## src/rtl/conv_pkg.sv

```systemverilog
// Shared geometry and state encoding for the conv_sched sequencer.
package conv_pkg;

   localparam int unsigned IMG_W   = 8;
   localparam int unsigned IMG_H   = 8;
   localparam int unsigned K       = 3;
   localparam int unsigned OUT_W   = IMG_W - K + 1;
   localparam int unsigned OUT_H   = IMG_H - K + 1;
   localparam int unsigned NUM_WIN = OUT_W * OUT_H;
   localparam int unsigned WIN_LEN = K * K;

   typedef enum logic [2:0] {
      IDLE,
      LOAD,
      SCAN,
      DRAIN,
      DONE
   } state_t;

endpackage

```

## src/rtl/conv_res_fifo.sv

```systemverilog
// Small synchronous result FIFO; FIFO_DEPTH must be a power of two so the
// pointers wrap naturally.
module conv_res_fifo #(
   parameter int unsigned RW         = 16,
   parameter int unsigned FIFO_DEPTH = 4
) (
   input  logic                                clk,
   input  logic                                rst_n,
   input  logic                                push,
   input  logic [RW-1:0]                       din,
   input  logic                                pop,
   output logic [RW-1:0]                       dout,
   output logic                                valid,
   output logic [$clog2(FIFO_DEPTH+1)-1:0]     count
);

   localparam int unsigned PW = $clog2(FIFO_DEPTH);
   localparam int unsigned CW = $clog2(FIFO_DEPTH + 1);

   logic [RW-1:0] r_mem [FIFO_DEPTH];
   logic [PW-1:0] r_wp;
   logic [PW-1:0] r_rp;
   logic [CW-1:0] r_cnt;
   logic          w_push;
   logic          w_pop;

   assign w_push = push && (r_cnt != CW'(FIFO_DEPTH));
   assign w_pop  = pop && (r_cnt != '0);

   // Storage, pointers and occupancy; memory is cleared so the head reads 0 after reset
   always_ff @(posedge clk or negedge rst_n) begin
      if (!rst_n) begin
         for (int unsigned i = 0; i < FIFO_DEPTH; i++) r_mem[i] <= '0;
         r_wp  <= '0;
         r_rp  <= '0;
         r_cnt <= '0;
      end else begin
         if (w_push) begin
            r_mem[r_wp] <= din;
            r_wp        <= r_wp + PW'(1);
         end
         if (w_pop) r_rp <= r_rp + PW'(1);
         unique case ({w_push, w_pop})
            2'b10:   r_cnt <= r_cnt + CW'(1);
            2'b01:   r_cnt <= r_cnt - CW'(1);
            default: ;
         endcase
      end
   end

   assign dout  = r_mem[r_rp];
   assign valid = (r_cnt != '0);
   assign count = r_cnt;

endmodule

```

## src/rtl/conv_sched.sv

```systemverilog
// conv_sched: loads an 8x8 frame into pixel RAM, scans 3x3 windows for the
// Conv engine and buffers results. Optional macro CONV_SCHED_PERF_EN adds a
// saturating stall_cycles counter output.
module conv_sched
   import conv_pkg::*;
#(
   parameter int unsigned AW         = 6,
   parameter int unsigned DW         = 8,
   parameter int unsigned RW         = 16,
   parameter int unsigned FIFO_DEPTH = 4
) (
   input  logic          clk,
   input  logic          rst_n,
   input  logic          start,
   input  logic          load_valid,
   input  logic [DW-1:0] load_data,
   output logic          load_ready,
   output logic          ram_wr,
   output logic [AW-1:0] ram_addr,
   output logic [DW-1:0] ram_din,
   output logic          conv_in_st,
   output logic          conv_first,
   input  logic [RW-1:0] conv_dout,
   input  logic          conv_out_st,
   output logic          res_valid,
   output logic [RW-1:0] res_data,
   input  logic          res_ready,
   output logic          busy,
`ifdef CONV_SCHED_PERF_EN
   output logic [15:0]   stall_cycles,
`endif
   output logic          done
);

   localparam int unsigned KW  = $clog2(K);
   localparam int unsigned OXW = $clog2(OUT_W);
   localparam int unsigned OYW = $clog2(OUT_H);
   localparam int unsigned RCW = $clog2(NUM_WIN + 1);
   localparam int unsigned CW  = $clog2(FIFO_DEPTH + 1);

   state_t         r_state, w_state_nxt;
   logic [AW-1:0]  r_wcnt;
   logic [KW-1:0]  r_kx, r_ky;
   logic [OXW-1:0] r_ox;
   logic [OYW-1:0] r_oy;
   logic [CW-1:0]  r_outst;
   logic [RCW-1:0] r_rcnt;
   logic           r_ram_wr;
   logic [AW-1:0]  r_ram_addr;
   logic [DW-1:0]  r_ram_din;
   logic           r_rd_vld, r_rd_first, r_in_st, r_first;

   logic           w_start;
   logic           w_load_hs;
   logic           w_win_start;
   logic           w_gate_ok;
   logic           w_issue;
   logic           w_win_issue;
   logic           w_last_rd;
   logic           w_res_acc;
   logic           w_pop;
   logic           w_fifo_valid;
   logic [CW-1:0]  w_fifo_count;
   logic [AW-1:0]  w_addr;

   assign w_start     = (r_state == IDLE) && start;
   assign w_load_hs   = load_valid && load_ready;
   assign w_win_start = (r_kx == '0) && (r_ky == '0);
   assign w_gate_ok   = ({1'b0, r_outst} + {1'b0, w_fifo_count}) < (CW+1)'(FIFO_DEPTH);
   assign w_issue     = (r_state == SCAN) && (!w_win_start || w_gate_ok);
   assign w_win_issue = w_issue && w_win_start;
   assign w_last_rd   = (r_kx == KW'(K-1)) && (r_ky == KW'(K-1)) &&
                        (r_ox == OXW'(OUT_W-1)) && (r_oy == OYW'(OUT_H-1));
   assign w_res_acc   = conv_out_st && (r_outst != '0);
   assign w_pop       = w_fifo_valid && res_ready;
   assign w_addr      = AW'((32'(r_oy) + 32'(r_ky)) * IMG_W + 32'(r_ox) + 32'(r_kx));

   // State register
   always_ff @(posedge clk or negedge rst_n) begin
      if (!rst_n) r_state <= IDLE;
      else        r_state <= w_state_nxt;
   end

   // Next-state and state-decoded outputs
   always_comb begin
      w_state_nxt = r_state;
      load_ready  = 1'b0;
      busy        = 1'b1;
      done        = 1'b0;
      unique case (r_state)
         IDLE: begin
            busy = 1'b0;
            if (start) w_state_nxt = LOAD;
         end
         LOAD: begin
            load_ready = 1'b1;
            if (w_load_hs && (r_wcnt == AW'(IMG_W*IMG_H-1))) w_state_nxt = SCAN;
         end
         SCAN: begin
            if (w_issue && w_last_rd) w_state_nxt = DRAIN;
         end
         DRAIN: begin
            if ((r_rcnt == RCW'(NUM_WIN)) && !w_fifo_valid) w_state_nxt = DONE;
         end
         DONE: begin
            done        = 1'b1;
            w_state_nxt = IDLE;
         end
         default: w_state_nxt = IDLE;
      endcase
   end

   // RAM port: write pixels during LOAD, read addresses during SCAN
   always_ff @(posedge clk or negedge rst_n) begin
      if (!rst_n) begin
         r_wcnt     <= '0;
         r_ram_wr   <= 1'b0;
         r_ram_addr <= '0;
         r_ram_din  <= '0;
      end else begin
         r_ram_wr <= w_load_hs;
         if (w_start) r_wcnt <= '0;
         if (w_load_hs) begin
            r_ram_addr <= r_wcnt;
            r_ram_din  <= load_data;
            r_wcnt     <= r_wcnt + AW'(1);
         end else if (w_issue) begin
            r_ram_addr <= w_addr;
         end
      end
   end

   // Window scan counters: kx fastest, then ky, ox, oy; all wrap to 0 after the last read
   always_ff @(posedge clk or negedge rst_n) begin
      if (!rst_n) begin
         r_kx <= '0;
         r_ky <= '0;
         r_ox <= '0;
         r_oy <= '0;
      end else if (w_start) begin
         r_kx <= '0;
         r_ky <= '0;
         r_ox <= '0;
         r_oy <= '0;
      end else if (w_issue) begin
         if (r_kx == KW'(K-1)) begin
            r_kx <= '0;
            if (r_ky == KW'(K-1)) begin
               r_ky <= '0;
               if (r_ox == OXW'(OUT_W-1)) begin
                  r_ox <= '0;
                  r_oy <= (r_oy == OYW'(OUT_H-1)) ? '0 : r_oy + OYW'(1);
               end else begin
                  r_ox <= r_ox + OXW'(1);
               end
            end else begin
               r_ky <= r_ky + KW'(1);
            end
         end else begin
            r_kx <= r_kx + KW'(1);
         end
      end
   end

   // Strobe pipeline: address on the bus one cycle, RAM data and strobe the next
   always_ff @(posedge clk or negedge rst_n) begin
      if (!rst_n) begin
         r_rd_vld   <= 1'b0;
         r_rd_first <= 1'b0;
         r_in_st    <= 1'b0;
         r_first    <= 1'b0;
      end else begin
         r_rd_vld   <= w_issue;
         r_rd_first <= w_win_issue;
         r_in_st    <= r_rd_vld;
         r_first    <= r_rd_first;
      end
   end

   // Outstanding windows and accepted-result count
   always_ff @(posedge clk or negedge rst_n) begin
      if (!rst_n) begin
         r_outst <= '0;
         r_rcnt  <= '0;
      end else if (w_start) begin
         r_outst <= '0;
         r_rcnt  <= '0;
      end else begin
         unique case ({w_win_issue, w_res_acc})
            2'b10:   r_outst <= r_outst + CW'(1);
            2'b01:   r_outst <= r_outst - CW'(1);
            default: ;
         endcase
         r_rcnt <= r_rcnt + RCW'(w_res_acc);
      end
   end

   conv_res_fifo #(
      .RW        (RW),
      .FIFO_DEPTH(FIFO_DEPTH)
   ) u_fifo (
      .clk  (clk),
      .rst_n(rst_n),
      .push (w_res_acc),
      .din  (conv_dout),
      .pop  (w_pop),
      .dout (res_data),
      .valid(w_fifo_valid),
      .count(w_fifo_count)
   );

`ifdef CONV_SCHED_PERF_EN
   logic [15:0] r_stall;

   // Count SCAN cycles where a window start was held back by the gate; saturating
   always_ff @(posedge clk or negedge rst_n) begin
      if (!rst_n)                                               r_stall <= '0;
      else if (w_start)                                         r_stall <= '0;
      else if ((r_state == SCAN) && w_win_start && !w_gate_ok &&
               (r_stall != '1))                                 r_stall <= r_stall + 16'd1;
   end

   assign stall_cycles = r_stall;
`endif

`ifndef SYNTHESIS
   a_no_orphan_result: assert property (@(posedge clk) disable iff (!rst_n)
      !(conv_out_st && (r_outst == '0)))
      else $error("conv_sched: conv_out_st with no window outstanding; result dropped");
`endif

   assign ram_wr     = r_ram_wr;
   assign ram_addr   = r_ram_addr;
   assign ram_din    = r_ram_din;
   assign conv_in_st = r_in_st;
   assign conv_first = r_first;
   assign res_valid  = w_fifo_valid;

endmodule

```

## config.mk

```make
export PLATFORM = sky130hd
export DESIGN_NAME = conv_sched
export DESIGN_NICKNAME = d
export VERILOG_FILES = /design/src/rtl/conv_pkg.sv /design/src/rtl/conv_res_fifo.sv /design/src/rtl/conv_sched.sv
export SDC_FILE = /design/constraint.sdc
export NUM_CORES = 1
export LEC_CHECK = 0
export CELL_PAD_IN_SITES_DETAIL_PLACEMENT = 0
export CELL_PAD_IN_SITES_GLOBAL_PLACEMENT = 2
export CORE_MARGIN = 8
export CORE_UTILIZATION = 38
export CTS_BUF_LIST = sky130_fd_sc_hd__clkbuf_16
export CTS_CLUSTER_DIAMETER = 40
export CTS_CLUSTER_SIZE = 10
export DETAILED_ROUTE_END_ITERATION = 6
export GPL_TIMING_DRIVEN = 0
export MAX_ROUTING_LAYER = met4
export PLACE_DENSITY = 0.84
export SLEW_MARGIN = 20
export SYNTH_ARGS = -nofsm -noshare
export SYNTH_HDL_FRONTEND = slang
export SYNTH_SLANG_ARGS = --single-unit
```

## constraint.sdc

```tcl
create_clock -name clk -period 3.06 [get_ports clk]
set_input_delay 0.459 -clock clk [delete_from_list [all_inputs] [get_ports clk]]
set_output_delay 0.459 -clock clk [all_outputs]
set_load 0.01 [all_outputs]
```

==> impl_metrics.env <==
export IMPL_final_period_utilization=0.938
export IMPL_root_buffer="clkbuf_16"
export IMPL_fill_cells=1265
export IMPL_critical_path_peak_fanout=10
export IMPL_placed_area_um2=6490
export IMPL_setup_viol=0
export IMPL_hold_violations=0
export IMPL_grt_first_pass_wirelength_um=19300
export IMPL_hp_class="in -> async"
export IMPL_grt_max_degree=61
export IMPL_drive_gt1_frac=0.255
export IMPL_synth_common_cells="118 x dfrtp_1, 64 x mux2_2, 55 x nand2_1"
export IMPL_outcome="complete, no violations"
export IMPL_arrival_ns=2.41
export IMPL_grt_pass1_vias=3770
export IMPL_place_detailed_hpwl_um=8020
export IMPL_finalInstanceArea_um2=7090
export IMPL_layout_min_cycle_time_ns=2.87
export IMPL_antenna_found_initial=0
export IMPL_rows=44
export IMPL_via_count=3560
export IMPL_cp_slowest_cell="mux4_2"
export IMPL_dp_cells=686
export IMPL_drt_pass1_iterations=6
export IMPL_synth_cell_type_count=48
export IMPL_fmaxAchievable_mhz=349
export IMPL_core_um2=14400
export IMPL_criticalPathCategory="reg -> out"
export IMPL_netlist_area_leader_share=0.530
export IMPL_ant_nets=0
export IMPL_syn_cell_area_um2=5570
export IMPL_clkTransAtPathRegs_ns=0.05
export IMPL_start_kind="register"
export IMPL_die_area_um2=18800
export IMPL_ys_top_cells_by_area="dfrtp_1 53%, mux2_2 13%, mux4_2 6.5%"
export IMPL_syn_inst=435
export IMPL_pwr_density_cell_nw_per_um2=1120
export IMPL_clock_latency_ns=0.41
export IMPL_cts_tree="done"
export IMPL_die_h_um=137
export IMPL_clock_sinks=118
export IMPL_ctsHoldBuffers=0
export IMPL_p_leak_nw=3.11
export IMPL_routabilityCongestion=0.772
export IMPL_wl_um=11600
export IMPL_post_route_util=0.491
export IMPL_syn_area_per_cell_um2=12.8
export IMPL_yosysMostFrequentCell="dfrtp_1"
export IMPL_numCtsBuffers=17
export IMPL_path_cells="buf_2 -> clkbuf_4 -> mux4_2 -> clkdlybuf4s50_1"
export IMPL_ys_async_sr_fraction=1.00
export IMPL_dr_wl_met2_um=5830
export IMPL_diodes=0
export IMPL_layout_cells_non_filler=718
export IMPL_ys_ff_latch=118
export IMPL_wl_per_cell_um=16.1
export IMPL_max_cap_violations=0
export IMPL_hold_ws_ns=0.0182
export IMPL_wl_met1_um=5110
export IMPL_htreeDepth=4
export IMPL_yosysSeqAreaShare=0.530
export IMPL_worstPathRequired_ns=2.60
export IMPL_wl_met3_um=517
export IMPL_worst_pin_slew_ns=0.982
export IMPL_start_util=0.386
export IMPL_areaGrowthSynthToFinish_pct=27.3
export IMPL_ys_flop_type="dfrtp_1"
export IMPL_fin_nets=568
export IMPL_max_stage_delay_ns=0.55
export IMPL_portBuffers=66
export IMPL_synthesis_nets=482
export IMPL_crit_path_end_kind="output port"
export IMPL_ir_drop_uv=497
export IMPL_slew_headroom=0.344
export IMPL_die_width_um=137
export IMPL_drv_slew=0
export IMPL_clock_path_buffers=2
export IMPL_drt_iter0_drc=127
export IMPL_globalRoute_totalOverflow=0
export IMPL_yosysWarnings=0
export IMPL_skew_ns=0.00743
export IMPL_vias_per_cell=4.96
export IMPL_rsz0062_at_grt="false"
export IMPL_synth_edff_count=0
export IMPL_pin_count=67
export IMPL_yosysTopAreaCell="dfrtp_1"
export IMPL_drc=0
export IMPL_grt_total_usage=0.137
export IMPL_highest_layer="met4"
export IMPL_post_cts_buffers=0
## power breakdown
| part | leakage [nW] | switching, mW | internal (mW) |
|---|---|---|---|
| registers | 1.44 | 0.453 | 2.28 |
| clock network | 0.302 | 0.671 | 1.33 |
| logic | 1.37 | 1.36 | 1.86 |
## stage by stage
stage | total power [mW] | setup WS (ns) | setup TNS [ns]
final | 7.96 | 0.191 | 0
after global routing | 8.53 | 0.0360 | 0
after CTS | 8.10 | 0.0285 | 0
after detailed placement | 6.04 | 0.352 | 0
after global placement | 5.93 | -3.03 | -356.38
after floorplan | 4.81 | 0.814 | 0
## critical path, delay by kind of cell, from the launching register on
| family | cells | cell delay, ns |
|---|---|---|
| muxes | 1 | 0.55 |
| buffers and inverters | 3 | 1.14 |
| DFF | 1 | 0.31 |
## timing repair
item | CTS | global route
endpoints found under the setup margin | 9 | 4
endpoints found under the hold margin | 0 | 0
resized for setup | 1 | 1
pin swaps | 0 | 0
## path summary, 6_finish.rpt
kind,depth (start not counted),slack (ns),endpoint,startpoint
worst min-delay path,1,0.02,u_fifo.r_mem[35]$_DFFE_PN0P_,rst_n
worst max register to register,8,0.55,r_outst[2]$_DFFE_PN0P_,r_outst[2]$_DFFE_PN0P_
worst min register to register,0,0.35,conv_in_st$_DFF_PN0_,r_rd_vld$_DFF_PN0_
max in group asynchronous,2,2.34,ram_din[4]$_DFFE_PN0P_,rst_n
worst max-delay path,4,0.19,res_data[11],u_fifo.r_rp[0]$_DFFE_PN0P_
min in group clk,0,0.35,conv_in_st$_DFF_PN0_,r_rd_vld$_DFF_PN0_
## state kept, by name, summed over array words and instances (netlist names)
| name | cells |
|---|---|
| u_fifo.count | 3 |
| r_outst | 3 |
| u_fifo.r_rp | 2 |
| r_ky | 2 |
| r_rd_vld | 1 |
| u_fifo.r_mem | 64 |
| ram_addr | 6 |
| r_wcnt | 6 |
| r_rd_first | 1 |
| conv_in_st | 1 |
| r_kx | 2 |
| r_state | 3 |
| conv_first | 1 |
| u_fifo.r_wp | 2 |
| ram_din | 8 |
| r_rcnt | 6 |
| ram_wr | 1 |
| r_oy | 3 |
| r_ox | 3 |
## cells in the final DEF, fill, tap and decap left out, types with 5 or more instances in the layout
cell and count:
dfrtp_1 118, clkdlybuf4s50_1 65, mux2_2 64, nand2_1 55
inv_1 20, clkbuf_16 17, nor2_1 16, mux4_2 16
ha_1 13, xor2_1 11, nand3_1 10, o21ai_0 10
a21oi_1 9, xnor2_1 8, buf_2 7, or3_1 6
nor2b_1 5, buf_6 5
## cell type report
class	instances	area [um^2]	area share
clock inverters	15	170	0.0240
plain buffers	17	111	0.0157
multi-input cells	283	2440	0.345
clock buffers	17	425	0.0600
inverters	17	63.8	0.00900
well taps	184	230	0.0325
repair buffers	67	689	0.0973
flip-flops and latches	118	2950	0.417
## layer usage
metal  track usage  vias to the layer above
met4        0.0435                        0
met1         0.158                     1781
met3        0.0455                        7
met5             -                        -
met2         0.222                       59
li1              -                     1713
## kinds of logic after synthesis
group,share of synthesized area
compound gates,0.0413
flops,0.530
buf+inv,0.0308
simple gates,0.123
xor+xnor,0.0299
mux,0.201
fa+ha+maj,0.0436
(Power assumes the default switching activity.)
